`config.mk`:
```
export PLATFORM = sky130hd
export DESIGN_NAME = conv_stream_adapter
export DESIGN_NICKNAME = d
export VERILOG_FILES = /design/src/rtl/conv_pkg.sv /design/src/rtl/conv_out_fifo.sv /design/src/rtl/conv_stream_adapter.sv
export SDC_FILE = /design/constraint.sdc
export NUM_CORES = 1
export LEC_CHECK = 0
export ABC_AREA = 0
export ABC_CLOCK_PERIOD_IN_PS = 7960
export CAP_MARGIN = 10
export CORE_MARGIN = 2
export CORE_UTILIZATION = 35
export CTS_CLUSTER_SIZE = 40
export DETAILED_ROUTE_END_ITERATION = 8
export GPL_TIMING_DRIVEN = 0
export SYNTH_ARGS = -nofsm -noshare
export SYNTH_HDL_FRONTEND = slang
export SYNTH_SLANG_ARGS = --single-unit
```
`constraint.sdc`:
```
create_clock -name clk -period 7.96 [get_ports clk]
set_clock_uncertainty 0.1 [all_clocks]
set_input_delay 1.592 -clock clk [delete_from_list [all_inputs] [get_ports clk]]
set_output_delay 1.592 -clock clk [all_outputs]
set_load 0.02 [all_outputs]
```
`src/rtl/conv_pkg.sv`:
```
// Shared types and constants for the convolver stream adapter.
// The optional ReLU clamp in conv_stream_adapter is enabled by defining CONV_ADAPTER_RELU_EN.
package conv_pkg;

    typedef enum logic [1:0] {
        ST_IDLE  = 2'd0,
        ST_RUN   = 2'd1,
        ST_FLUSH = 2'd2
    } conv_state_e;

    localparam int unsigned CONV_N      = 4;
    localparam int unsigned CONV_K_SIZE = 3;

    function automatic int unsigned out_dim(input int unsigned n, input int unsigned k);
        return n - k + 1;
    endfunction

    function automatic int unsigned out_count(input int unsigned n, input int unsigned k);
        return out_dim(n, k) * out_dim(n, k);
    endfunction

    // Index width that stays at least one bit for degenerate sizes.
    function automatic int unsigned width_of(input int unsigned v);
        return (v > 1) ? $clog2(v) : 1;
    endfunction

    localparam int unsigned OUT_DIM   = out_dim(CONV_N, CONV_K_SIZE);
    localparam int unsigned OUT_COUNT = out_count(CONV_N, CONV_K_SIZE);

endpackage

```
`src/rtl/conv_out_fifo.sv`:
```
// Synchronous first-word-fall-through FIFO holding cropped results plus their frame-last bit.
module conv_out_fifo
    import conv_pkg::*;
#(
    parameter int unsigned WIDTH = 17,
    parameter int unsigned DEPTH = 8
) (
    input  logic             clk,
    input  logic             rst,
    input  logic             wr_en,
    input  logic [WIDTH-1:0] wr_data,
    input  logic             rd_en,
    output logic [WIDTH-1:0] rd_data,
    output logic             full,
    output logic             empty
);

    localparam int unsigned AW    = width_of(DEPTH);
    localparam int unsigned CNT_W = $clog2(DEPTH) + 1;

    logic [WIDTH-1:0] mem_q [DEPTH];
    logic [WIDTH-1:0] mem_d [DEPTH];
    logic [AW-1:0]    wr_ptr_q, wr_ptr_d;
    logic [AW-1:0]    rd_ptr_q, rd_ptr_d;
    logic [CNT_W-1:0] count_q, count_d;
    logic             do_wr, do_rd;

    assign full    = (count_q == CNT_W'(DEPTH));
    assign empty   = (count_q == '0);
    assign rd_data = mem_q[rd_ptr_q];

    always_comb begin
        do_wr = wr_en & ~full;
        do_rd = rd_en & ~empty;
        // Pointers wrap for free because DEPTH is a power of two.
        wr_ptr_d = wr_ptr_q + AW'(do_wr);
        rd_ptr_d = rd_ptr_q + AW'(do_rd);
        count_d  = count_q + CNT_W'(do_wr) - CNT_W'(do_rd);
        mem_d    = mem_q;
        if (do_wr) begin
            mem_d[wr_ptr_q] = wr_data;
        end
    end

    always_ff @(posedge clk) begin
        if (rst) begin
            wr_ptr_q <= '0;
            rd_ptr_q <= '0;
            count_q  <= '0;
        end else begin
            wr_ptr_q <= wr_ptr_d;
            rd_ptr_q <= rd_ptr_d;
            count_q  <= count_d;
        end
    end

    always_ff @(posedge clk) begin
        mem_q <= mem_d;
    end

endmodule

```
`src/rtl/conv_stream_adapter.sv`:
```
// Stream wrapper around a KxK line-buffered convolver: feeds pixels, crops valid windows, buffers results.
// Define CONV_ADAPTER_RELU_EN to clamp negative results to zero before buffering.
module conv_stream_adapter
    import conv_pkg::*;
#(
    parameter int unsigned N          = 4,
    parameter int unsigned K_SIZE     = 3,
    parameter int unsigned DATA_WIDTH = 16,
    parameter int unsigned LAT        = 1,
    parameter int unsigned FIFO_DEPTH = 8
) (
    input  logic                  clk,
    input  logic                  rst,
    input  logic [DATA_WIDTH-1:0] s_data,
    input  logic                  s_valid,
    output logic                  s_ready,
    output logic                  conv_en,
    output logic [DATA_WIDTH-1:0] conv_data,
    input  logic [DATA_WIDTH-1:0] conv_result,
    output logic [DATA_WIDTH-1:0] m_data,
    output logic                  m_valid,
    output logic                  m_last,
    input  logic                  m_ready
);

    localparam int unsigned CW = width_of(N);
    localparam int unsigned LW = (LAT > 0) ? LAT : 1;
    localparam int unsigned FW = width_of(LAT);
    localparam logic [CW-1:0] LAST_IDX  = CW'(N - 1);
    localparam logic [CW-1:0] FIRST_VLD = CW'(K_SIZE - 1);
    localparam logic [FW-1:0] FLUSH_END = FW'((LAT > 0) ? LAT - 1 : 0);

    conv_state_e          state_q, state_d;
    logic [CW-1:0]        row_q, row_d;
    logic [CW-1:0]        col_q, col_d;
    logic [FW-1:0]        flush_cnt_q, flush_cnt_d;
    logic [LW-1:0]        flag_pipe_q, flag_pipe_d;
    logic [LW-1:0]        last_pipe_q, last_pipe_d;
    logic                 accept, frame_end, pos_flag, pos_last;
    logic                 out_flag, out_last;
    logic                 fifo_full, fifo_empty, fifo_wr;
    logic [DATA_WIDTH-1:0] wr_value;
    logic [DATA_WIDTH:0]  fifo_wdata, fifo_rdata;

    // State register
    always_ff @(posedge clk) begin
        if (rst) begin
            state_q <= ST_IDLE;
        end else begin
            state_q <= state_d;
        end
    end

    // Next-state logic
    always_comb begin
        state_d = state_q;
        case (state_q)
            ST_IDLE:  state_d = ST_RUN;
            ST_RUN: begin
                if (accept && frame_end) begin
                    state_d = (LAT == 0) ? ST_RUN : ST_FLUSH;
                end
            end
            ST_FLUSH: begin
                if (conv_en && (flush_cnt_q == FLUSH_END)) begin
                    state_d = ST_RUN;
                end
            end
            default:  state_d = ST_IDLE;
        endcase
    end

    // Output logic
    always_comb begin
        s_ready   = 1'b0;
        conv_en   = 1'b0;
        conv_data = '0;
        case (state_q)
            ST_RUN: begin
                s_ready   = ~fifo_full;
                conv_en   = s_valid & ~fifo_full;
                conv_data = s_data;
            end
            ST_FLUSH: begin
                conv_en = ~fifo_full;
            end
            default: ;
        endcase
    end

    assign accept    = (state_q == ST_RUN) && conv_en;
    assign frame_end = (row_q == LAST_IDX) && (col_q == LAST_IDX);
    assign pos_flag  = (state_q == ST_RUN) && (row_q >= FIRST_VLD) && (col_q >= FIRST_VLD);
    assign pos_last  = (state_q == ST_RUN) && frame_end;

    // Wrapping on the last pixel leaves row/col at zero, ready for the frame after the flush.
    always_comb begin
        row_d       = row_q;
        col_d       = col_q;
        flush_cnt_d = flush_cnt_q;
        if (accept) begin
            if (col_q == LAST_IDX) begin
                col_d = '0;
                row_d = (row_q == LAST_IDX) ? '0 : row_q + CW'(1);
            end else begin
                col_d = col_q + CW'(1);
            end
        end
        if ((state_q == ST_FLUSH) && conv_en) begin
            flush_cnt_d = (flush_cnt_q == FLUSH_END) ? '0 : flush_cnt_q + FW'(1);
        end
    end

    always_comb begin
        flag_pipe_d = flag_pipe_q;
        last_pipe_d = last_pipe_q;
        if (conv_en) begin
            flag_pipe_d[0] = pos_flag;
            last_pipe_d[0] = pos_last;
            for (int unsigned i = 1; i < LW; i++) begin
                flag_pipe_d[i] = flag_pipe_q[i-1];
                last_pipe_d[i] = last_pipe_q[i-1];
            end
        end
    end

    always_ff @(posedge clk) begin
        if (rst) begin
            row_q       <= '0;
            col_q       <= '0;
            flush_cnt_q <= '0;
            flag_pipe_q <= '0;
            last_pipe_q <= '0;
        end else begin
            row_q       <= row_d;
            col_q       <= col_d;
            flush_cnt_q <= flush_cnt_d;
            flag_pipe_q <= flag_pipe_d;
            last_pipe_q <= last_pipe_d;
        end
    end

    // The result on conv_result belongs to the pixel whose flag is leaving the pipe.
    assign out_flag = (LAT == 0) ? pos_flag : flag_pipe_q[LW-1];
    assign out_last = (LAT == 0) ? pos_last : last_pipe_q[LW-1];
    assign fifo_wr  = conv_en & out_flag;

`ifdef CONV_ADAPTER_RELU_EN
    assign wr_value = conv_result[DATA_WIDTH-1] ? '0 : conv_result;
`else
    assign wr_value = conv_result;
`endif

    assign fifo_wdata = {out_last, wr_value};

    conv_out_fifo #(
        .WIDTH (DATA_WIDTH + 1),
        .DEPTH (FIFO_DEPTH)
    ) u_fifo (
        .clk     (clk),
        .rst     (rst),
        .wr_en   (fifo_wr),
        .wr_data (fifo_wdata),
        .rd_en   (m_ready),
        .rd_data (fifo_rdata),
        .full    (fifo_full),
        .empty   (fifo_empty)
    );

    assign m_valid = ~fifo_empty;
    assign m_data  = fifo_empty ? '0 : fifo_rdata[DATA_WIDTH-1:0];
    assign m_last  = ~fifo_empty & fifo_rdata[DATA_WIDTH];

endmodule

```
==> impl_metrics.yaml, run 1 <==
synthesis:
  yosys-mux-area-fraction_pct: 13.7
  synthAdderAreaFrac_pct: 4.03
  synth_top_family_by_area: "multiplexers"
  syn_nets: 399
  avgSynthCellArea_um2: 18.7
  ys_ff_latch: 154
  synth_compound_area_share_pct: 3.77
  synth-simple-area-share_pct: 5.98
  synth_area_um2: 6400
  synth_warnings: 0
  yosysSeqAreaShare_pct: 69.5
  synth_xor_area_share_pct: 0.411
  synthCells: 343
  ys_types: 41
route:
  vias: 3386
  totalWireLength_mm: 12.6
  dr.pass1.iters: 4
  ant_nets: 0
  drtIter0Drc: 231
  wire_per_inst_um: 18.4
  post_drt_via_cell_ratio: 4.94
  drcViolationCount: 0
finish:
  post-route-util_pct: 45.5
  final_cell_mix: "edfxtp_1, clkdlybuf4s50_1, ha_1"
  area_delta_synth_final_pct: 27.6
  nets: 499
  antenna_cells: 0
  layout-drive-gt1-share_pct: 18.2
  mostFrequentLayoutCell: "edfxtp_1"
global_routing:
  overflow: 0
  antenna_found_initial: 0
  grt_usage_pct: 13.6
  grt_max_degree: 17
  grt_pass1_wl_mm: 19.8
  grt_pass1_vias: 3464
clock_network:
  numCtsBuffers: 17
  cts.sinks: 154
  post_cts_buffers: 0
  insertion_delay_ns: 0.42
  cts_resized: 0
  tritoncts: "yes"
  cts_buffer_depth: 2
  postCtsHoldBufs: 0
  h-tree-depth: 4
  clk_pin_slew_ns: 0.06
  cts-root-buf: "clkbuf_16"
timing:
  setup_viol: 0
  timing.fmax_mhz: 204
  finalCriticalPeriod_ns: 4.89
  final_max_slew_viol_count: 0
  finalSetupTns_ns: 0
  hold_viol_final: 0
  tightestPinTransition_ns: 0.930
  rsz0062_at_grt: "no"
  slew_headroom_pct: 37.7
  finalCritPeriodShare_pct: 61.4
  finalWorstSetupSlack_ns: 3.07
floorplanning:
  die_x_um: 139
  fp-row-count: 49
  io_pins: 72
  start_util_pct: 35.6
  core_area_um2: 18000
  fp.dieH_um: 139
  die_area_um2: 19400
worst_hold_path:
  whs_path_depth: 2
  hold_path.class: "reg2reg"
status:
  outcome: "complete, no violations"
place:
  place_hpwl_mm: 8.86
  io_buffers: 71
  pre_cts_ws_ns: 3.07
  gp_congestion: 0.757
setup_path:
  slowest_delay_ns: 0.60
  path_buf_inv: 3
  critical_path.max_fanout: 8
  start_kind: "input pin"
  cp-end-kind: "primary output"
  crit_family: "buffers and inverters"
  worstPathArrival_ns: 3.20
  worstPathCellList: "clkdlybuf4s50_1 -> a21o_1 -> nand3_2 -> inv_1 -> clkdlybuf4s50_1"
  cp_slowest_cell: "clkdlybuf4s50_1"
  cp_num_cells: 5
  worst_path_most_repeated_cell: "clkdlybuf4s50_1"
  critPathKind: "in2out"
  required_ns: 6.27
  reg2reg_depth: 6
power:
  ir_drop_mv: 0.175
  power_density_nw_per_um2: 301
  leakage_uw: 0.00277
job:
  drv_cap: 0
[cells by family after synthesis]
group | Yosys count
flip-flops | 154
AND/OR/NAND/NOR | 66
multiplexers | 39
adder cells (fa/ha/maj) | 20
AO/OA/AOI/OAI | 31
buffers and inverters | 30
XOR/XNOR | 3
[report_power, final]
part           leakage (µW)  internal [µW]  switching, µW
Combinational       0.00110            402            382
Sequential          0.00139            895           20.4
Clock              0.000274            438            324
Total               0.00277           1740            726
[per-stage QoR]
step	instances	cell area, µm²	hold slack (ns)	power, µW
5_1_grt	685	8170	0.429	2580
6_report	685	8170	0.401	2460
3_3_place_gp	643	7400	0.384	1720
3_5_place_dp	653	7600	0.396	1730
2_1_floorplan	343	6400	0.368	1440
4_1_cts	685	8170	0.404	2500
[worst paths after layout]
kind / slack (ns) / to / start
max: 3.07 / conv_en / s_valid
min: 0.40 / state_q[1]$_SDFFE_PP0P_ / state_q[1]$_SDFFE_PP0P_
max reg2reg: 5.34 / u_fifo.mem_q[112]$_DFFE_PP_ / state_q[0]$_SDFFE_PP0P_
min reg2reg: 0.40 / state_q[1]$_SDFFE_PP0P_ / state_q[1]$_SDFFE_PP0P_
[flip-flops by register name (all words and copies together), names as in the netlist]
| name | cells |
|---|---|
| last_pipe_q | 1 |
| row_q | 2 |
| flag_pipe_q | 1 |
| u_fifo.rd_ptr_q | 3 |
| col_q | 2 |
| u_fifo.count_q | 4 |
| state_q | 2 |
| u_fifo.mem_q | 136 |
| u_fifo.wr_ptr_q | 3 |
[Yosys cell counts, drive strengths merged]
| cell | number | area share (%) |
|---|---|---|
| edfxtp | 136 | 64 |
| mux4 | 34 | 13 |
| ha | 19 | 3.7 |
| dfxtp | 18 | 5.6 |
| a22o | 17 | 2.3 |
| and2 | 17 | 1.7 |
| inv | 15 | 0.88 |
| nor2 | 13 | 0.76 |
| buf | 9 | 1.4 |
| nor2b | 9 | 0.88 |
| clkbuf | 6 | 0.35 |
| nand2 | 5 | 0.29 |
| nor3 | 5 | 0.39 |
| a21oi | 3 | 0.23 |
| mux2 | 3 | 0.53 |
| nor3b | 3 | 0.51 |
| nor4 | 3 | 0.29 |
| o21ai | 3 | 0.23 |
| or3 | 3 | 0.29 |
| a21o | 2 | 0.23 |
| a31o | 2 | 0.27 |
| mux2i | 2 | 0.31 |
| nand3 | 2 | 0.23 |
| o211ai | 2 | 0.23 |
| xnor2 | 2 | 0.27 |
| a32oi | 1 | 0.14 |
| fa | 1 | 0.31 |
| nand2b | 1 | 0.098 |
| nand3b | 1 | 0.12 |
| nand4 | 1 | 0.098 |
| o22ai | 1 | 0.098 |
| or2 | 1 | 0.098 |
| or3b | 1 | 0.14 |
| or4 | 1 | 0.12 |
| xor2 | 1 | 0.14 |
[final cells by class]
type / instances / area [µm²]
multi-input combinational: 159 / 1820
clock inverter: 14 / 138
tap: 229 / 287
inverter: 15 / 56.3
buffer: 15 / 110
clock buffer: 18 / 429
timing repair buffer: 81 / 880
fill: 1510 / 9800
sequential: 154 / 4440
[worst min-delay path, cell delays in order (launching register included)]
cell and delay, ns:
dfxtp_1 0.33, nand2_1 0.07, mux2i_1 0.05
[routing by layer]
metal | track usage (%) | share of wire [%] | vias up
li1 | - | - | 1579
met5 | 0 | 0 | -
met4 | 4.52 | 0.90 | 0
met2 | 22.5 | 51 | 58
met1 | 17.3 | 43 | 1741
met3 | 4.23 | 4.5 | 8
Note: power is estimated with default switching activity, not from simulation.
==> run 2: changes to the inputs <==
--- a/config.mk
+++ b/config.mk
@@ -6,7 +6,7 @@
 export NUM_CORES = 1
 export LEC_CHECK = 0
 export ABC_AREA = 0
-export ABC_CLOCK_PERIOD_IN_PS = 7960
+export ABC_CLOCK_PERIOD_IN_PS = 4480
 export CAP_MARGIN = 10
 export CORE_MARGIN = 2
 export CORE_UTILIZATION = 35
==> constraint.sdc (replaced) <==
create_clock -name clk -period 4.48 [get_ports clk]
set_clock_uncertainty 0.1 [all_clocks]
set_input_delay 0.896 -clock clk [delete_from_list [all_inputs] [get_ports clk]]
set_output_delay 0.896 -clock clk [all_outputs]
set_load 0.02 [all_outputs]
==> results of run 2 <==
The final DEF is identical to that of run 1. Status: complete, no violations.
Among the figures that moved: setup slack after placement 3.07 ns -> 0.887 ns; setup slack after layout 3.07 ns -> 0.476 ns; start point of the critical path s_valid -> u_fifo.count_q[2]$_SDFF_PP0_; end point of the critical path conv_en -> m_data[13]; register-to-register setup slack 5.34 ns -> 1.86 ns; total power 2460 µW -> 4410 µW; worst IR drop on VDD 0.175 mV -> 0.311 mV
==> run 3: changes to the inputs <==
--- a/config.mk
+++ b/config.mk
@@ -8,11 +8,13 @@
 export ABC_AREA = 0
 export ABC_CLOCK_PERIOD_IN_PS = 4480
 export CAP_MARGIN = 10
+export CORE_ASPECT_RATIO = 0.7
 export CORE_MARGIN = 2
 export CORE_UTILIZATION = 35
 export CTS_CLUSTER_SIZE = 40
 export DETAILED_ROUTE_END_ITERATION = 8
 export GPL_TIMING_DRIVEN = 0
+export SETUP_SLACK_MARGIN = 0.05
 export SYNTH_ARGS = -nofsm -noshare
 export SYNTH_HDL_FRONTEND = slang
 export SYNTH_SLANG_ARGS = --single-unit
==> run 3 against run 2 <==
Combinational power hardly changed; sequential share of layout area is 0.15 points higher; worst hold slack better by 0.0043 ns; flip-flop and latch count stayed put; die area hardly changed; register-to-register slack worse by 0.02 ns; maximum frequency is 1.6% lower; critical path depth stayed put; routed wire length is 1.7% higher; clock power hardly changed; cell area is 0.28% lower; core utilization is 0.10 points lower; highest routed layer unchanged.
==> impl_metrics.yaml, run 3 (synthesis gave the netlist of run 1 again) <==
clock_network:
  h-tree-depth: 4
  tritoncts: "yes"
  postCtsHoldBufs: 0
  cts-root-buf: "clkbuf_16"
  cts.sinks: 154
  numCtsBuffers: 17
  post_cts_buffers: 0
  clk_pin_slew_ns: 0.07
  cts_buffer_depth: 2
  insertion_delay_ns: 0.42
  cts_resized: 0
worst_hold_path:
  hold_start: "state_q[1]$_SDFFE_PP0P_"
  whs_path_depth: 2
  hold_end: "state_q[1]$_SDFFE_PP0P_"
  hold_path.class: "reg2reg"
finish:
  largest_register: "u_fifo.mem_q"
  n_fill_cell: 1515
  antenna_cells: 0
  largestRegisters: "u_fifo.mem_q (136), u_fifo.count_q (4)"
  mostFrequentLayoutCell: "edfxtp_1"
  final_cell_mix: "edfxtp_1, clkdlybuf4s50_1, ha_1"
  layout-drive-gt1-share_pct: 19.0
  largest_reg_flops: 136
  nets: 502
  area_delta_synth_final_pct: 27.3
  final_cells: 694
power:
  power_density_nw_per_um2: 541
  leakage_uw: 0.00271
  ir_drop_mv: 0.302
route:
  ant_nets: 0
  route.met3.wl_um: 764
  drtIter0Drc: 366
  post_drt_via_cell_ratio: 4.85
  dr.pass1.iters: 4
  vias: 3363
  totalWireLength_mm: 12.8
  wire_per_inst_um: 18.5
  highest_layer: "met4"
  wl_met2_mm: 6.68
  drcViolationCount: 0
  wl_met1_mm: 5.30
job:
  drv_cap: 0
setup_path:
  slowest_delay_ns: 0.67
  r2r_end: "u_fifo.mem_q[41]$_DFFE_PP_"
  timing.rr.start: "state_q[0]$_SDFFE_PP0P_"
  r2r_slack_ns: 1.84
  cp_slowest_cell: "nor2_1"
  worstPathArrival_ns: 3.07
  reg2reg_depth: 6
  path_buf_inv: 3
  cp-end-kind: "primary output"
  start_kind: "flop"
  worstPathCellList: "inv_1 -> ha_1 -> nor3b_2 -> nor2_1 -> buf_2 -> a22o_1 -> clkdlybuf4s50_1"
  crit_family: "buffers and inverters"
  critical_path.max_fanout: 10
  required_ns: 3.48
  critPathKind: "reg2out"
floorplanning:
  die_area_um2: 19400
  die_x_um: 166
  core_area_um2: 18000
  start_util_pct: 35.6
  fp-row-count: 41
  io_pins: 72
  fp.dieH_um: 117
status:
  outcome: "complete, no violations"
global_routing:
  antenna_found_initial: 0
  grt_pass1_vias: 3410
  grt_max_degree: 17
  overflow: 0
  grt_pass1_wl_mm: 19.4
  grt_usage_pct: 13.7
timing:
  finalCritPeriodShare_pct: 90.8
  slew_headroom_pct: 42.9
  final_max_slew_viol_count: 0
  finalWorstSetupSlack_ns: 0.411
  tightestPinTransition_ns: 0.853
  finalCriticalPeriod_ns: 4.07
  setup_viol: 0
  hold_viol_final: 0
  timing.fmax_mhz: 246
  rsz0062_at_grt: "no"
place:
  placed_cells: 663
  place_hpwl_mm: 8.99
  io_buffers: 71
  gp_congestion: 0.717
  pre_cts_ws_ns: 0.835
## run 3: changes by cell type in the layout (fill, tap and decap cells not counted), sizes merged
| cell | previous run | this run |
|---|---|---|
| buf | 19 | 22 |
| clkbuf | 24 | 23 |
| clkinv | 4 | 2 |
| clkinvlp | 2 | 6 |
| inv | 22 | 20 |
## run 3: worst max path at each step
stage / start / endpoint / depth (start not counted)
after detailed placement: u_fifo.count_q[2]$_SDFF_PP0_ / m_data[14] / 7
after floorplan: s_valid / u_fifo.mem_q[102]$_DFFE_PP_ / 3
after global placement: s_valid / u_fifo.mem_q[111]$_DFFE_PP_ / 4
after CTS: u_fifo.count_q[2]$_SDFF_PP0_ / m_data[14] / 7
final: u_fifo.count_q[2]$_SDFF_PP0_ / m_data[14] / 7
after global routing: u_fifo.count_q[2]$_SDFF_PP0_ / m_data[12] / 7
## run 3: tightest hold or removal path: stages, from the launching register on
cell and delay [ns]:
dfxtp_1 0.34, nand2_1 0.06, mux2i_1 0.05
## run 3: metal layers
metal  vias to the layer above  global-route usage, %
met2                        70                   24.0
met1                      1700                   16.9
met4                         0                   5.04
li1                       1588                      -
met5                         -                      0
met3                         5                   2.99
## run 3: cell type report
class                           count  area, µm²  area share, %
Clock inverter                     14        136           1.67
Clock buffer                       17        425           5.22
Inverter                           15       56.3          0.691
Multi-Input combinational cell    159       1820           22.4
Sequential cell                   154       4440           54.6
Tap cell                          236        295           3.63
Timing Repair Buffer               84        853           10.5
Buffer                             15        110           1.35
## run 3: through the flow
step / power (µW) / hold WS, ns / TNS, ns / utilization, % / area [µm²]
final: 4400 / 0.405 / 0 / 45.4 / 8140
after global routing: 4600 / 0.448 / 0 / 45.4 / 8140
after CTS: 4460 / 0.411 / 0 / 45.4 / 8140
after detailed placement: 3110 / 0.401 / 0 / 42.2 / 7580
after global placement: 3090 / 0.384 / -32.12 / 41.2 / 7400
after floorplan: 2580 / 0.368 / 0 / - / 6400
## run 3: where the power goes
part	leakage (µW)	internal [µW]	total [µW]	switching, µW
registers	0.00136	1590	1630	36.0
clock network	0.000255	770	1340	574
logic	0.00110	733	1430	701
total	0.00271	3090	4400	1310
